===== config.mk =====
export PLATFORM = sky130hd
export DESIGN_NAME = alu_seq_ctrl
export DESIGN_NICKNAME = d
export VERILOG_FILES = /design/src/rtl/alu_seq_ctrl.sv
export SDC_FILE = /design/constraint.sdc
export NUM_CORES = 1
export LEC_CHECK = 0
export CORE_MARGIN = 5
export CORE_UTILIZATION = 30
export DETAILED_ROUTE_END_ITERATION = 7
export PLACE_DENSITY_LB_ADDON = 0.08
export REMOVE_ABC_BUFFERS = 1
export SLEW_MARGIN = 40
export SYNTH_ARGS = -nofsm -noshare
export SYNTH_HDL_FRONTEND = slang
export SYNTH_SLANG_ARGS = --single-unit

===== constraint.sdc =====
create_clock -name clk -period 1.6 [get_ports clk]
set_input_delay 0.32 -clock clk [delete_from_list [all_inputs] [get_ports clk]]
set_output_delay 0.32 -clock clk [all_outputs]
set_load 0.005 [all_outputs]

===== src/rtl/alu_seq_ctrl.sv =====
// Command sequencer in front of the shared ALU: single-pass ops and 32x32 shift-add multiply.
// Optional build macro ALU_SEQ_MUL_EARLY_EXIT_EN ends a multiply once the remaining multiplier bits are zero.
//
// state    | meaning
// ---------+-------------------------------------------------------------
// IDLE     | waiting for start; ALU driven with 0 + 0
// EXEC     | one ALU pass with the latched function code
// MUL_STEP | one shift-add iteration; the add runs on the ALU
// DONE     | result valid, done pulse; a start seen here is dropped
module alu_seq_ctrl #(
    parameter int         DATA_WIDTH = 32,
    parameter logic [3:0] FUNC_ADD   = 4'b0000,
    parameter int         MUL_STEPS  = DATA_WIDTH
) (
    input  logic                  clk,
    input  logic                  rst,
    input  logic                  start,
    input  logic                  op_mul,
    input  logic [3:0]            func_in,
    input  logic [DATA_WIDTH-1:0] a_in,
    input  logic [DATA_WIDTH-1:0] b_in,
    output logic                  busy,
    output logic                  done,
    output logic [DATA_WIDTH-1:0] result,
    output logic [DATA_WIDTH-1:0] alu_dataa,
    output logic [DATA_WIDTH-1:0] alu_datab,
    output logic [3:0]            alu_func,
    input  logic [DATA_WIDTH-1:0] alu_result
);

    localparam int CNT_W = (MUL_STEPS > 1) ? $clog2(MUL_STEPS) : 1;
`ifndef ALU_SEQ_MUL_EARLY_EXIT_EN
    localparam logic [CNT_W-1:0] CNT_LAST = CNT_W'(MUL_STEPS - 1);
`endif

    typedef enum logic [1:0] {
        S_IDLE     = 2'd0,
        S_EXEC     = 2'd1,
        S_MUL_STEP = 2'd2,
        S_DONE     = 2'd3
    } state_t;

    state_t                r_state;
    state_t                w_next;
    logic [DATA_WIDTH-1:0] r_acc;
    logic [DATA_WIDTH-1:0] r_mcand;
    logic [DATA_WIDTH-1:0] r_mplier;
    logic [3:0]            r_func;
    logic [CNT_W-1:0]      r_count;
    logic [DATA_WIDTH-1:0] r_result;
    logic                  w_mul_last;

    always_ff @(posedge clk) begin
        if (rst) r_state <= S_IDLE;
        else     r_state <= w_next;
    end

    always_comb begin
        w_next     = r_state;
        alu_dataa  = '0;
        alu_datab  = '0;
        alu_func   = FUNC_ADD;
        w_mul_last = 1'b0;
        case (r_state)
            S_IDLE: begin
                if (start) w_next = op_mul ? S_MUL_STEP : S_EXEC;
            end
            // Single-op operands reuse the multiplicand/multiplier registers.
            S_EXEC: begin
                alu_dataa = r_mcand;
                alu_datab = r_mplier;
                alu_func  = r_func;
                w_next    = S_DONE;
            end
            S_MUL_STEP: begin
                alu_dataa = r_acc;
                alu_datab = r_mplier[0] ? r_mcand : '0;
`ifdef ALU_SEQ_MUL_EARLY_EXIT_EN
                w_mul_last = ((r_mplier >> 1) == '0);
`else
                w_mul_last = (r_count == CNT_LAST);
`endif
                if (w_mul_last) w_next = S_DONE;
            end
            S_DONE:  w_next = S_IDLE;
            default: w_next = S_IDLE;
        endcase
    end

    always_ff @(posedge clk) begin
        if (rst) begin
            r_acc    <= '0;
            r_mcand  <= '0;
            r_mplier <= '0;
            r_func   <= '0;
            r_count  <= '0;
            r_result <= '0;
        end else begin
            case (r_state)
                S_IDLE: begin
                    if (start) begin
                        r_acc    <= '0;
                        r_mcand  <= a_in;
                        r_mplier <= b_in;
                        r_func   <= func_in;
                        r_count  <= '0;
                    end
                end
                S_EXEC: r_result <= alu_result;
                S_MUL_STEP: begin
                    r_acc    <= alu_result;
                    r_mcand  <= r_mcand << 1;
                    r_mplier <= r_mplier >> 1;
                    r_count  <= r_count + CNT_W'(1);
                    if (w_mul_last) r_result <= alu_result;
                end
                default: ;
            endcase
        end
    end

    assign busy   = (r_state != S_IDLE);
    assign done   = (r_state == S_DONE);
    assign result = r_result;

endmodule


==> flow_metrics.py <==
metrics = {
    "outcome": {
        "status": "finished, violations left",
        "violations": "setup timing",
    },
    "clock_tree": {
        "clockBufferDepth": 2,
        "hold_buffers": 0,
        "cts_buffers": 17,
        "clockRootBuffer": "clkbuf_16",
        "cts.clk_slew.worst_paths_ns": 0.07,
        "htree_levels": 4,
        "cts_sinks": 139,
        "cts_tree": "yes",
        "clock_latency_ns": 0.43,
    },
    "final_layout": {
        "antennaDiodeCount": 0,
        "n_fill_cell": 2129,
        "final_layout_size_suffix_gt1_share_pct": 47.34,
        "finalNetCount": 1226,
        "seq_area_um2": 2788,
        "postLayoutCoreUtil_pct": 54.43,
        "multiInputGateArea_um2": 4823,
        "areaGrowthSynthToFinish_pct": 79.42,
    },
    "routing": {
        "drc": 0,
        "wl_mm": 29.73,
        "ant_nets": 0,
        "routed_via_density": 4.947,
        "drtIter0Drc": 375,
        "wl_per_cell_um": 20.55,
        "via_count": 7158,
        "first_pass_iters": 5,
    },
    "power_and_ir_drop": {
        "total_power_mw": 24.54,
        "leakagePower_nw": 4.611,
        "vdd_drop_max_uv": 859.2,
        "p_per_area_nw_per_um2": 1932,
    },
    "setup_path": {
        "end_kind": "output pin",
        "r2r_setup_slack_ns": -0.34,
        "worstSetupStartpointType": "register",
        "required_ns": 1.28,
        "reg2reg_depth": 9,
        "r2r_end": "r_mcand[12]",
        "arrival_ns": 1.93,
        "critPathMaxFanout": 5,
        "critPathKind": "register to output pin",
        "reg2reg_from": "r_state[0]",
    },
    "timing": {
        "slew_headroom_pct": 70.39,
        "period_minus_slack_ns": 2.245,
        "max_freq_mhz": 445.4,
        "hold_viol_final": 0,
        "finClkSkew_ns": 0.01077,
        "worstMarginPinSlew_ns": 0.4428,
        "maxSlewViolCount": 0,
        "rsz0062_at_grt": "true",
        "fin_ws_ns": -0.6451,
        "setup_viol": 210,
        "final.period_utilization_pct": 140.3,
    },
    "synth": {
        "yosysTopAreaCell": "dfxtp_1",
        "synthAdderAreaFrac_pct": 1.237,
        "synth_compound_gate_area_share_pct": 23.88,
        "synth.cell_area_um2": 7078,
        "syn_inst": 791,
        "synth-simple-area-share_pct": 18.86,
        "synthTopCellsByArea": "dfxtp_1, a211oi_2, mux2i_1",
        "synth_mux_area_share_pct": 9.528,
        "syn_avg_cell_area_um2": 8.948,
        "synth-xor-area-share_pct": 0,
        "yosysWarnings": 0,
        "seq_area_frac_synth_pct": 39.31,
        "synth-seq-cells": 139,
        "synth_top_family_by_area": "compound AO/OA/AOI/OAI gates",
        "yosys.area.top_type_share_pct": 39.31,
        "synth.distinct_cells": 32,
    },
    "floorplanning": {
        "io_pins": 206,
        "die_h_um": 163.6,
        "fp-row-count": 56,
        "fp.dieW_um": 163.6,
        "die_area_um2": 26770,
        "start_util_pct": 30.34,
        "core_um2": 23330,
    },
    "flow_run": {
        "cap_violations": 0,
    },
    "grt": {
        "grt.total_usage_pct": 18.38,
        "overflow": 0,
        "antenna_found_initial": 0,
        "first_global_vias": 6660,
        "grt_pass1_wl_mm": 38.47,
        "grt_start_max_net_pins": 43,
    },
    "hold_path": {
        "min_path_type": "input port to register",
        "whs_endpoint": "r_mplier[4]",
        "holdCritStartpoint": "rst",
        "holdPathStages": 2,
    },
    "placed_design": {
        "place_congestion": 0.7714,
        "portBuffers": 205,
        "dp_hpwl_mm": 17.08,
    },
}
==> cells in the final DEF, fill, tap and decap left out, types with 4 or more instances in the layout <==
cell,n
a22oi_2,61
mux2i_1,62
buf_6,52
nor2b_1,26
mux2_4,5
buf_8,10
nand2_1,104
clkinvlp_4,7
nor2b_4,33
dfxtp_1,137
clkdlybuf4s50_1,134
nor2_2,40
clkbuf_16,37
buf_12,28
nor2_1,8
buf_2,40
a22oi_1,4
buf_16,5
nand3_1,29
a21oi_1,67
a21oi_2,5
buf_4,71
nor2b_2,6
a211oi_2,62
nor2_4,19
nand3_2,7
clkbuf_2,21
ha_4,4
==> state kept, by name, indices dropped and copies added (netlist names) <==
signal    count
r_acc        32
r_count       5
r_func        4
r_mcand      32
r_mplier     32
r_state       2
result       32
==> critical path: stages, from the launching register on <==
cell,delay (ns)
dfxtp_2,0.34
buf_6,0.12
ha_4,0.18
buf_12,0.13
buf_4,0.14
buf_4,0.13
buf_6,0.11
a22oi_2,0.16
nor2b_1,0.06
buf_2,0.14
==> stage by stage <==
stage	hold WS, ns	std cells	instance area [um^2]	TNS, ns	setup WS [ns]
global placement	0.4377	1303	9905	-53.58	-0.5641
global route	0.1563	1447	12700	-79.28	-0.7208
detailed placement	0.4425	1303	9905	-56.87	-0.6031
CTS	0.1615	1374	11010	-70.88	-0.8692
floorplan	0.3846	711	6581	-501.72	-3.544
finish	0.1643	1447	12700	-64.76	-0.6451
==> timing repair <==
item	4_1_cts	5_1_grt
setup buffers	35	49
cloned	4	31
endpoints found under the setup margin	224	235
resized for setup	279	284
pin swaps	14	36
==> worst max path at each step <==
stage          startpoint       endpoint  cells after the start
2_1_floorplan  r_state[0]    r_mcand[10]                      5
3_3_place_gp   r_state[1]  alu_datab[31]                      5
3_5_place_dp   r_state[1]  alu_dataa[27]                      5
4_1_cts        r_state[0]   alu_datab[9]                      6
5_1_grt        r_state[0]   alu_datab[2]                      9
6_report       r_state[0]   alu_dataa[8]                      9
==> report_power, final <==
part	internal (mW)	total, mW	leakage [nW]	switching, mW
Combinational	8.48	15.3	3.22	6.83
Clock	2.19	3.86	0.254	1.67
Sequential	4.34	5.38	1.14	1.04
Total	15.0	24.5	4.61	9.54
==> final cells by class <==
cell class / count / share of cell area (%)
clock inverters: 13 / 0.9360
inverters: 3 / 0.1084
multi-input cells: 573 / 37.98
flip-flops and latches: 139 / 21.95
well taps: 319 / 3.143
clock buffers: 19 / 3.488
repair buffers: 381 / 32.39
==> synth_stat cells <==
master	instances
a211oi_2	62
a21boi_0	1
a21o_1	1
a21oi_1	73
a22oi_1	65
a311oi_1	1
a31oi_1	1
a32oi_1	2
and2_1	5
and3_1	2
and3b_1	1
buf_1	7
buf_2	19
buf_4	8
buf_6	19
clkbuf_1	27
dfxtp_1	139
ha_1	7
inv_1	3
mux2_2	1
mux2_4	1
mux2i_1	62
mux2i_2	2
nand2_1	105
nand2b_1	3
nand3_1	36
nand3b_1	3
nand4b_1	1
nor2_1	67
nor2b_1	65
o2111ai_1	1
o21ai_0	1
==> metal layers <==
| metal | routed length (um) | global-route usage [%] | part of all wire [%] | vias up |
|---|---|---|---|---|
| li1 | - | - | - | 3456 |
| met2 | 14490 | 29.50 | 49 | 185 |
| met4 | 354 | 3.965 | 1.2 | 0 |
| met5 | 0 | 0 | 0 | - |
| met3 | 1674 | 4.391 | 5.6 | 26 |
| met1 | 13210 | 25.20 | 44 | 3491 |
==> cells by family (layout without fill, tap and decap cells) <==
family,after synthesis,after routing
and+or+nand+nor,288,288
AOI/OAI and AO/OA,208,208
DFF,139,139
buffers and inverters,83,416
muxes,66,70
adders and majority gates,7,7
Power figures use the tool's default switching activity.
